--- src/rtl/mem_arb_pkg.sv ---
// Shared types and default sizing for the two-client memory access arbiter.
package mem_arb_pkg;

    localparam int NUM_REQ     = 2;
    localparam int DEF_ADDR_W  = 8;
    localparam int DEF_DATA_W  = 32;
    localparam int DEF_TIMEOUT = 15;

    typedef enum logic [1:0] {
        IDLE  = 2'b00,
        READ  = 2'b01,
        WRITE = 2'b10,
        DONE  = 2'b11
    } state_t;

endpackage

--- src/rtl/rr_arbiter_2.sv ---
// Combinational two-way round-robin grant; on a tie the requester that did
// not win last time is chosen.
module rr_arbiter_2
    import mem_arb_pkg::*;
(
    input  logic [NUM_REQ-1:0] req,
    input  logic               last_grant,
    output logic [NUM_REQ-1:0] grant,
    output logic               grant_idx,
    output logic               valid
);

    always_comb begin
        grant     = '0;
        grant_idx = 1'b0;
        valid     = |req;
        case (req)
            2'b01: begin
                grant     = 2'b01;
                grant_idx = 1'b0;
            end
            2'b10: begin
                grant     = 2'b10;
                grant_idx = 1'b1;
            end
            2'b11: begin
                grant_idx = ~last_grant;
                grant     = last_grant ? 2'b01 : 2'b10;
            end
            default: begin
                grant     = '0;
                grant_idx = 1'b0;
            end
        endcase
    end

endmodule

--- src/rtl/mem_access_arbiter.sv ---
// Round-robin controller sharing one single-port memory between the tx and rx
// clients: one transaction at a time, with timeout abort on a missing ack.
module mem_access_arbiter
    import mem_arb_pkg::*;
#(
    parameter int ADDR_W  = DEF_ADDR_W,
    parameter int DATA_W  = DEF_DATA_W,
    parameter int TIMEOUT = DEF_TIMEOUT
) (
    input  logic                      clk,
    input  logic                      rst,
    input  logic [NUM_REQ-1:0]        req_valid,
    output logic [NUM_REQ-1:0]        req_ready,
    input  logic [NUM_REQ-1:0]        req_write,
    input  logic [NUM_REQ*ADDR_W-1:0] req_addr,
    input  logic [NUM_REQ*DATA_W-1:0] req_wdata,
    output logic                      mem_en,
    output logic                      mem_we,
    output logic [ADDR_W-1:0]         mem_addr,
    output logic [DATA_W-1:0]         mem_wdata,
    input  logic                      mem_ack,
    input  logic [DATA_W-1:0]         mem_rdata,
    output logic [NUM_REQ-1:0]        rsp_valid,
    output logic [DATA_W-1:0]         rsp_data,
    output logic                      rsp_err,
    output logic                      busy
);

    localparam int CNT_W = $clog2(TIMEOUT + 1);
    localparam logic [CNT_W-1:0] CNT_LAST = CNT_W'(TIMEOUT - 1);

    state_t              state_q, state_d;
    logic                last_grant_q;
    logic                gnt_q;
    logic [ADDR_W-1:0]   addr_q;
    logic [DATA_W-1:0]   wdata_q;
    logic [CNT_W-1:0]    cnt_q;

    logic [NUM_REQ-1:0]  arb_grant;
    logic                arb_idx;
    logic                arb_valid;
    logic                handshake;
    logic                timed_out;
    logic                in_access;

    rr_arbiter_2 u_arb (
        .req        (req_valid),
        .last_grant (last_grant_q),
        .grant      (arb_grant),
        .grant_idx  (arb_idx),
        .valid      (arb_valid)
    );

    assign in_access = (state_q == READ) || (state_q == WRITE);
    assign timed_out = (cnt_q == CNT_LAST);
    assign handshake = (state_q == IDLE) && arb_valid && !rst;
    assign req_ready = handshake ? arb_grant : '0;

    assign mem_addr  = addr_q;
    assign mem_wdata = wdata_q;

    always_comb begin
        state_d = state_q;
        case (state_q)
            IDLE: begin
                if (handshake) begin
                    state_d = req_write[arb_idx] ? WRITE : READ;
                end
            end
            READ, WRITE: begin
                if (mem_ack || timed_out) begin
                    state_d = DONE;
                end
            end
            DONE: state_d = IDLE;
            default: state_d = IDLE;
        endcase
    end

    always_ff @(posedge clk) begin
        if (rst) begin
            state_q      <= IDLE;
            last_grant_q <= 1'b1;
            gnt_q        <= 1'b0;
            addr_q       <= '0;
            wdata_q      <= '0;
            cnt_q        <= '0;
            mem_en       <= 1'b0;
            mem_we       <= 1'b0;
            busy         <= 1'b0;
            rsp_valid    <= '0;
            rsp_data     <= '0;
            rsp_err      <= 1'b0;
        end else begin
            state_q <= state_d;

            if (handshake) begin
                last_grant_q <= arb_idx;
                gnt_q        <= arb_idx;
                addr_q       <= arb_idx ? req_addr[2*ADDR_W-1:ADDR_W]
                                        : req_addr[ADDR_W-1:0];
                wdata_q      <= arb_idx ? req_wdata[2*DATA_W-1:DATA_W]
                                        : req_wdata[DATA_W-1:0];
                cnt_q        <= '0;
            end else if (in_access && !mem_ack) begin
                cnt_q <= cnt_q + 1'b1;
            end

            // Outputs are registered from the next state so they line up
            // with the state they describe.
            mem_en <= (state_d == READ) || (state_d == WRITE);
            mem_we <= (state_d == WRITE);
            busy   <= (state_d != IDLE);

            rsp_valid <= '0;
            rsp_data  <= '0;
            rsp_err   <= 1'b0;
            if (in_access && (state_d == DONE)) begin
                rsp_valid[gnt_q] <= 1'b1;
                if (mem_ack) begin
                    rsp_data <= (state_q == READ) ? mem_rdata : '0;
                end else begin
                    rsp_err <= 1'b1;
                end
            end
        end
    end

endmodule

--- config.mk ---
export PLATFORM = sky130hd
export DESIGN_NAME = mem_access_arbiter
export DESIGN_NICKNAME = d
export VERILOG_FILES = /design/src/rtl/mem_arb_pkg.sv /design/src/rtl/rr_arbiter_2.sv /design/src/rtl/mem_access_arbiter.sv
export SDC_FILE = /design/constraint.sdc
export NUM_CORES = 1
export LEC_CHECK = 0
export ABC_CLOCK_PERIOD_IN_PS = 3750
export BUFFER_PORTS_ARGS = -buffer_cell sky130_fd_sc_hd__buf_4
export CORE_MARGIN = 5
export CORE_UTILIZATION = 46
export CTS_CLUSTER_DIAMETER = 200
export DETAILED_ROUTE_END_ITERATION = 6
export PLACE_DENSITY = 0.84
export SYNTH_ARGS = -nofsm -noshare
export SYNTH_HDL_FRONTEND = slang
export SYNTH_SLANG_ARGS = --single-unit
--- constraint.sdc ---
create_clock -name clk -period 3.75 [get_ports clk]
set_input_delay 0.5625 -clock clk [delete_from_list [all_inputs] [get_ports clk]]
set_output_delay 0.5625 -clock clk [all_outputs]
set_load 0.005 [all_outputs]
==> run summary <==
status = finished, final reports clean
Hold Path Class = in -> reg
Core Footprint = 7180 sq um
Peak VDD IR = 0.285 mV
clk buf depth = 2
Hold EP = rsp_err
Die Area = 9070 sq um
Clock Skew = 0.0114 ns
reg-to-reg endpoint = rsp_data[23]
final WL = 9150 um
Area contributors post-synth = dfxtp_1, mux2i_1, and2_1, a211oi_1, nor2_1
number of global-route vias before repair = 3029
Leak = 2.47 nW
top-area cell type share of the netlist area = 0.515
Starting Density = 0.466
Slew @ Worst Pin = 0.896 ns
RSZ-0062 raised after global routing = false
drc violations = 0
pwr dens = 577 nW/um^2
Mapped Area = 3340 sq um
placed cell area = 4860 sq um
CP startpoint kind = register
worst skew pair latency = 0.35 ns
Layout area overhead = 52.1%
Worst R2R Start = state_q[0]
CTS sink cnt = 86
WHS Path Cells = 2
Die Width = 95.3 um
Post-CTS Resized = 0
Max Freq = 326 MHz
Slew Limit Fails = 0
Setup crit end kind = register
critical path class = reg -> reg
cell row count = 31
GRT Util Overall = 0.195
CP Max Fanout = 32
Final period util = 0.818
Min Hold Slack = 0.408 ns
router iterations before antenna repair = 4
TritonCTS clock tree = done
via/cell ratio = 4.82
hpwl dp = 7180 um
R2R cell count = 10
Data required, critical path = 3.99 ns
Max Cap Violations = 0
Mapped Avg Cell Area = 10.3 sq um
Hold Fails Final Rpt = 0
largest net degree at the start of global routing = 56
Synth Net Count = 453
nets = 643
min-delay src = mem_ack
WL/cell = 14.8 um
hold_buf cts = 0
Slew HR = 0.402
Seq cells post-synth = 86
via count = 2991
commonest non-fill, non-tap cell in the layout = buf_4
initial antenna violation count = 0
IO buf count = 198
final instance area = 5080 sq um
Yosys cell types = 39
Final setup violation count = 0
most frequent cells in the layout = buf_4, dfxtp_1, mux2i_1
final core occ = 0.709
CP Launch Point = state_q[0]
io pins = 199
Root Buffer = clkbuf_8
total power = 2.93 mW
CTS buffer count = 9
Post-CTS Repair Setup Buffers = 0
Final GP Congestion = 0.783
DRT antenna net count = 0
share of cells above drive strength 1 = 0.436
Post-Synthesis Cells = 326
Post-Route Setup TNS = 0 ns
worst path arrival time = 3.31 ns
reg2reg setup slack = 0.68 ns
Seq/Total Area, Yosys = 0.515
gr ovfl total = 0
min Tclk post-route = 3.07 ns
Die Span Y = 95.3 um
largest area contributor in the netlist = dfxtp_1
Ant. Diodes = 0
H-tree depth = 3
YS warnings = 0
Worst-path clk slew = 0.08 ns
initial DRC count = 57
first-pass GRT wire length = 13800 um
where the power goes:
| group | internal (mW) | total, mW | switching (mW) |
|---|---|---|---|
| combinational | 0.527 | 1.03 | 0.503 |
| clock | 0.379 | 0.708 | 0.329 |
| sequential | 1.10 | 1.20 | 0.0996 |
worst max-delay path: stages (launching register included):
cell and delay, ns:
dfxtp_1 0.35, inv_1 0.09, ha_1 0.18, nor2b_2 0.24, and2b_1 0.41, a21oi_1 0.16, or3_1 0.41, ha_1 0.21
and3_1 0.17, and3_1 0.44, and2_1 0.30
sequential cells by signal, indices dropped and copies added, names as in the netlist:
register / count
mem_wdata: 32
rsp_data: 32
mem_addr: 8
cnt_q: 4
rsp_valid: 2
state_q: 2
busy: 1
gnt_q: 1
last_grant_q: 1
mem_en: 1
mem_we: 1
rsp_err: 1
metal layers:
layer | vias up | routed length (um) | track usage
li1 | 1508 | - | -
met1 | 1326 | 3500 | 0.215
met2 | 144 | 4550 | 0.348
met3 | 13 | 963 | 0.0647
met4 | 0 | 140 | 0.0721
met5 | - | 0 | 0
how the worst max path moves through the flow:
stage | depth (start not counted) | slack (ns) | endpoint
after detailed placement | 9 | 0.49 | rsp_data[23]
final | 10 | 0.68 | rsp_data[23]
after floorplan | 11 | 1.34 | rsp_data[0]
after CTS | 10 | 0.68 | rsp_data[23]
after global placement | 9 | 0.66 | rsp_data[6]
after global routing | 10 | 0.40 | rsp_data[28]
final cells by class:
cell class | count | area [sq um]
timing repair buffer | 201 | 1510
fill | 559 | 2090
clock buffer | 9 | 124
multi-input combinational | 213 | 1490
sequential | 86 | 1720
tap | 99 | 124
clock inverter | 7 | 96.3
inverter | 5 | 18.8
Yosys cell counts (all sizes together):
master  count
a21boi      1
nand4       2
nor3b       4
and2b       1
nor2       38
ha          8
a211oi     26
a21oi      16
inv         5
or3         2
mux2i      40
or4         1
buf        10
nor2b       4
and2       34
o21a        1
or2         1
dfxtp      86
xor2        2
nor4        1
and3        2
clkbuf     12
o21ai      18
a211o       1
nand2       2
nor3        3
nand3       2
xnor2       1
a31oi       1
a21o        1
per-stage QoR:
step / setup slack, ns / cells
after floorplan: 1.34 / 326
after global placement: 0.656 / 604
after detailed placement: 0.487 / 604
after CTS: 0.681 / 620
after global routing: 0.396 / 620
final: 0.684 / 620
cell families after synthesis:
group / share of synthesized area
AOI/OAI and AO/OA: 0.125
xor gates and xnor gates: 0.00786
adders and majority gates: 0.0299
buffers and inverters: 0.0427
DFF: 0.515
muxes: 0.120
and+or+nand+nor: 0.160
Power figures use the tool's default switching activity.
